**src/rtl/dmi_pkg.sv**
```systemverilog
// Shared DMI definitions for the DTM, the DMI arbiter and the Debug Module.
package dmi_pkg;

    localparam int unsigned DMI_ADDR_W = 7;
    localparam int unsigned DMI_DATA_W = 32;

    typedef enum logic [1:0] {
        DMI_OP_NOP   = 2'd0,
        DMI_OP_READ  = 2'd1,
        DMI_OP_WRITE = 2'd2
    } dmi_op_e;

    typedef enum logic [1:0] {
        IDLE,
        ISSUE,
        WAIT,
        RESP
    } dmi_arb_state_t;

endpackage

```
**src/rtl/dmi_rr_pick.sv**
```systemverilog
// Two-way round-robin picker with owner lock for the DMI arbiter.
module dmi_rr_pick
    import dmi_pkg::*;
(
    input  logic [1:0] i_req,
    input  logic       i_last_grant,
    input  logic       i_lock_valid,
    input  logic       i_owner,
    input  logic [1:0] i_lock,
    output logic       o_grant_valid,
    output logic       o_grant_idx
);

    logic [1:0] w_elig;

    always_comb begin
        w_elig = i_req;
        // A held lock masks the other port until the owner drops its lock input.
        if (i_lock_valid && i_lock[i_owner]) begin
            w_elig = i_req & (i_owner ? 2'b10 : 2'b01);
        end
        o_grant_valid = |w_elig;
        o_grant_idx   = (w_elig == 2'b11) ? ~i_last_grant : w_elig[1];
    end

endmodule

```
**src/rtl/dmi_arbiter.sv**
```systemverilog
// Shares the Debug Module DMI target between the JTAG DTM (port 0) and the debug bridge (port 1).
module dmi_arbiter
    import dmi_pkg::*;
#(
    parameter int unsigned ADDR_W     = DMI_ADDR_W,
    parameter int unsigned DATA_W     = DMI_DATA_W,
    parameter int unsigned RD_LATENCY = 0
) (
    input  logic              clk,
    input  logic              rst_n,
    input  logic              m0_req,
    input  logic              m0_we,
    input  logic              m0_lock,
    input  logic [ADDR_W-1:0] m0_addr,
    input  logic [DATA_W-1:0] m0_wdata,
    output logic              m0_ack,
    output logic [DATA_W-1:0] m0_rdata,
    input  logic              m1_req,
    input  logic              m1_we,
    input  logic              m1_lock,
    input  logic [ADDR_W-1:0] m1_addr,
    input  logic [DATA_W-1:0] m1_wdata,
    output logic              m1_ack,
    output logic [DATA_W-1:0] m1_rdata,
    output logic              dmi_read,
    output logic              dmi_write,
    output logic [ADDR_W-1:0] dmi_address,
    output logic [DATA_W-1:0] dmi_wdata,
    input  logic [DATA_W-1:0] dmi_rdata,
    output logic              busy
);

    localparam int unsigned CNT_W = (RD_LATENCY > 1) ? $clog2(RD_LATENCY + 1) : 1;

    dmi_arb_state_t     r_state;
    logic               r_last_grant;
    logic               r_lock_valid;
    logic               r_owner;
    logic               r_gnt;
    logic               r_we;
    logic [CNT_W-1:0]   r_cnt;

    logic               w_grant_valid;
    logic               w_grant_idx;
    logic               w_we;
    logic [ADDR_W-1:0]  w_addr;
    logic [DATA_W-1:0]  w_wdata;
    logic               w_done;

    dmi_rr_pick u_pick (
        .i_req         ({m1_req, m0_req}),
        .i_last_grant  (r_last_grant),
        .i_lock_valid  (r_lock_valid),
        .i_owner       (r_owner),
        .i_lock        ({m1_lock, m0_lock}),
        .o_grant_valid (w_grant_valid),
        .o_grant_idx   (w_grant_idx)
    );

    assign w_we    = w_grant_idx ? m1_we    : m0_we;
    assign w_addr  = w_grant_idx ? m1_addr  : m0_addr;
    assign w_wdata = w_grant_idx ? m1_wdata : m0_wdata;

    // Last ISSUE/WAIT cycle: dmi_rdata is valid now and the ack follows next cycle.
    assign w_done = (RD_LATENCY == 0) ? (r_state == ISSUE)
                                      : ((r_state == WAIT) && (r_cnt == CNT_W'(1)));

    always_ff @(posedge clk or negedge rst_n) begin
        if (!rst_n) begin
            r_state      <= IDLE;
            r_last_grant <= 1'b1;
            r_lock_valid <= 1'b0;
            r_owner      <= 1'b0;
            r_gnt        <= 1'b0;
            r_we         <= 1'b0;
            r_cnt        <= '0;
            dmi_read     <= 1'b0;
            dmi_write    <= 1'b0;
            dmi_address  <= '0;
            dmi_wdata    <= '0;
            m0_ack       <= 1'b0;
            m1_ack       <= 1'b0;
            m0_rdata     <= '0;
            m1_rdata     <= '0;
            busy         <= 1'b0;
        end else begin
            case (r_state)
                IDLE: begin
                    if (w_grant_valid) begin
                        r_gnt        <= w_grant_idx;
                        r_last_grant <= w_grant_idx;
                        r_we         <= w_we;
                        dmi_read     <= ~w_we;
                        dmi_write    <= w_we;
                        dmi_address  <= w_addr;
                        dmi_wdata    <= w_we ? w_wdata : '0;
                        busy         <= 1'b1;
                        r_state      <= ISSUE;
                    end
                end
                ISSUE: begin
                    dmi_read  <= 1'b0;
                    dmi_write <= 1'b0;
                    r_cnt     <= CNT_W'(RD_LATENCY);
                    r_state   <= w_done ? RESP : WAIT;
                end
                WAIT: begin
                    if (w_done) begin
                        r_state <= RESP;
                    end else begin
                        r_cnt <= r_cnt - CNT_W'(1);
                    end
                end
                RESP: begin
                    m0_ack       <= 1'b0;
                    m1_ack       <= 1'b0;
                    r_lock_valid <= r_gnt ? m1_lock : m0_lock;
                    r_owner      <= r_gnt;
                    dmi_address  <= '0;
                    dmi_wdata    <= '0;
                    busy         <= 1'b0;
                    r_state      <= IDLE;
                end
                default: r_state <= IDLE;
            endcase

            if (w_done) begin
                m0_ack <= ~r_gnt;
                m1_ack <= r_gnt;
                if (!r_we) begin
                    if (r_gnt) begin
                        m1_rdata <= dmi_rdata;
                    end else begin
                        m0_rdata <= dmi_rdata;
                    end
                end
            end
        end
    end

endmodule

```
**config.mk**
```make
export PLATFORM = sky130hd
export DESIGN_NAME = dmi_arbiter
export DESIGN_NICKNAME = d
export VERILOG_FILES = /design/src/rtl/dmi_pkg.sv /design/src/rtl/dmi_rr_pick.sv /design/src/rtl/dmi_arbiter.sv
export SDC_FILE = /design/constraint.sdc
export NUM_CORES = 1
export LEC_CHECK = 0
export BUFFER_PORTS_ARGS = -buffer_cell sky130_fd_sc_hd__buf_2
export CAP_MARGIN = 10
export CORE_UTILIZATION = 40
export DETAILED_ROUTE_END_ITERATION = 10
export PLACE_DENSITY = 0.7
export SYNTH_ARGS = -nofsm -noshare
export SYNTH_HDL_FRONTEND = slang
export SYNTH_SLANG_ARGS = --single-unit
```
**constraint.sdc**
```tcl
create_clock -name clk -period 1.95 [get_ports clk]
set_input_delay 0.39 -clock clk [delete_from_list [all_inputs] [get_ports clk]]
set_output_delay 0.39 -clock clk [all_outputs]
set_load 0.02 [all_outputs]
```
==> results.txt <==
initial antenna violation count = 0
Worst Path Required = 2.24 ns
Final Max Slew Viols = 0
io pins = 226
sequential area share after synthesis = 0.574
Worst-Skew Late Latency = 0.41 ns
Avg Inst Size Synth = 12.4 sq um
Yosys cell types = 38
IO buf count = 225
DRC viols = 0
mapped cell area = 5010 sq um
root buf cell = clkbuf_16
area grow syn2layout = 39.8%
Post-CTS Setup Inserts = 0
core area = 12100 sq um
slowest cell on the critical path = dfrtp_1
Leakage = 3.54 nW
FP Rows = 40
GRT overflow = 0
Post-Place Worst Slack = 0.211 ns
routability cong. = 0.773
Horiz. Die Dim = 114 microns
CTS Sinks = 115
Critical Path Fanout Max = 25
CTS resizes = 0
drt wl/cell = 16.6 microns
WHS = 0.213 ns
clock tree from TritonCTS = built
Final Cell Area = 7010 sq um
fmax = 581 MHz
pin count of the biggest net entering global routing = 49
critical-path cell list = nand2b_1 -> nor3_4 -> buf_12 -> mux2_2
Via-to-Cell Ratio = 5.16
slowest stage delay, CP = 0.46 ns
Layout Skew = 0.00763 ns
CP Class = register to register
antenna-violating nets left = 0
area of the multi-input gates = 1870 sq um
part of the cycle the worst path needs = 0.883
worst hold path type = primary input to register
status = complete, no violations
syn nets = 523
Hold Vio Cnt, Final = 0
final WL = 13400 microns
Setup crit end kind = register
setup ws final = 0.228 ns
DP Area = 6410 sq um
Ant. Diodes = 0
TritonRoute pass-1 iters = 5
via count = 4190
clock buffer depth = 2
Post-DP HPWL = 9400 microns
H-tree depth = 4
RSZ-0062 raised after global routing = false
Setup TNS = 0 ns
Die ar. = 13000 sq um
Max VDD drop = 1.11 mV
Starting Density = 0.414
vias in the first global route = 4186
Seq cells post-synth = 115
relative slew slack = 0.673
Inserted Clock Buffers = 17
fillers = 1033
Cells after Synth = 405
Synth Warn # = 0
Final min period = 1.72 ns
Max Cap Violations = 0
initial DRC count = 247
Layout Nets = 749
Startpoint Class = register
CTS Hold Bufs = 1
WP data arrival = 2.01 ns
Reg clk slew, reported paths = 0.05 ns
register area = 2880 sq um
GR Util All Layers = 0.213
Final Setup Violations = 0
overall power = 12.4 mW
global-route wire length before repair = 21100 microns
die height = 114 microns
Pwr Density = 1770 nW/um^2
Slew @ Worst Pin = 0.491 ns
share of cells above drive strength 1 = 0.525
## cell usage after synthesis
cell type	instances	area (sq um)
a21boi_0	1	7.51
a21o_1	2	15.0
a21oi_1	2	10.0
a22o_1	1	8.76
and2_1	1	6.26
and3_1	1	6.26
and3b_1	1	8.76
buf_2	10	50.1
buf_6	2	22.5
clkbuf_1	21	78.8
dfrtp_1	114	2850
dfstp_2	1	26.3
inv_1	36	135
mux2_1	3	33.8
mux2_2	61	687
mux2i_1	15	150
nand2_1	16	60.1
nand2b_1	1	6.26
nand3_1	31	155
nand3b_1	1	7.51
nand4_1	1	6.26
nor2_1	1	3.75
nor2_4	1	11.3
nor3_1	1	5.00
nor3_2	3	30.0
nor3b_1	1	7.51
o211ai_1	33	248
o21a_1	1	7.51
o21ai_0	2	10.0
o21ai_2	1	8.76
o221ai_1	31	272
o221ai_2	1	15.0
o22ai_1	2	12.5
o2bb2ai_1	1	8.76
o31a_1	1	8.76
or3_4	1	11.3
or4_4	1	11.3
xor2_1	1	8.76
## report_power, final
group	total [mW]	leakage, nW	switching (mW)	internal, mW
logic	5.17	1.82	3.10	2.07
registers	4.22	1.45	0.686	3.53
clock network	3.03	0.279	1.05	1.97
total	12.4	3.54	4.84	7.57
## worst paths after layout
| path | cells past startpoint | slack, ns | end | start |
|---|---|---|---|---|
| setup reg to reg | 4 | 0.23 | m1_rdata[20] | r_state[1] |
| setup / recovery | 4 | 0.23 | m1_rdata[20] | r_state[1] |
| hold / removal | 2 | 0.21 | m1_rdata[31] | dmi_rdata[31] |
| min in group asynchronous | 2 | 0.51 | dmi_wdata[14] | rst_n |
| hold reg to reg | 2 | 0.48 | busy | busy |
| max in group asynchronous | 3 | 0.80 | r_last_grant | rst_n |
## routing by layer
metal | up-vias | wire (microns) | global-route usage
li1 | 1934 | - | -
met1 | 2047 | 5420 | 0.243
met2 | 191 | 6740 | 0.356
met3 | 18 | 1090 | 0.0786
met4 | 0 | 188 | 0.100
met5 | - | 0 | 0
## placed cells by master, fill, tap and decap left out, types with 2 or more instances in the layout
master      count
buf_2         224
dfrtp_1       114
mux2_2         61
inv_1          36
o211ai_1       33
nand3_1        31
o221ai_1       31
clkbuf_16      17
nand2_1        16
mux2i_1        15
buf_4           8
buf_12          7
nor3_4          3
mux2_1          3
clkbuf_1        3
clkbuf_8        3
clkinv_2        3
clkinvlp_4      3
o22ai_1         2
a21o_1          2
o21ai_0         2
a21oi_1         2
bufinv_16       2
## registers in the layout, indices dropped and copies added (netlist names)
signal	flops
m0_ack	1
dmi_wdata	32
r_we	1
m0_rdata	32
r_lock_valid	1
dmi_address	7
r_owner	1
m1_rdata	32
dmi_write	1
busy	1
m1_ack	1
r_last_grant	1
r_state	2
dmi_read	1
r_gnt	1
## critical path: cells and delay by family, from the launching register on
| kind | cells | cell delay (ns) |
|---|---|---|
| buf+inv | 1 | 0.22 |
| flops | 1 | 0.46 |
| mux | 1 | 0.36 |
| simple gates | 2 | 0.55 |
## area by class of cell
| cell class | instances | share of cell area |
|---|---|---|
| clock inverter | 9 | 0.0152 |
| tap | 168 | 0.0300 |
| sequential | 115 | 0.411 |
| multi-input combinational | 221 | 0.266 |
| clock buffer | 23 | 0.0682 |
| timing repair buffer | 240 | 0.190 |
| inverter | 36 | 0.0193 |
## metrics by stage
| step | cells | utilization |
|---|---|---|
| after floorplan | 405 | - |
| after global placement | 779 | 0.529 |
| after detailed placement | 779 | 0.529 |
| after CTS | 812 | 0.579 |
| after global routing | 812 | 0.579 |
| final | 812 | 0.579 |
## logic make-up (layout without fill, tap and decap cells)
group                  after synthesis  in the layout  synth area share
XOR/XNOR                             1              1           0.00175
flip-flops                         115            115             0.574
buffers and inverters               69            308            0.0572
AO/OA/AOI/OAI                       79             79             0.126
multiplexers                        79             79             0.174
AND/OR/NAND/NOR                     62             62            0.0671
Power figures use the tool's default switching activity.
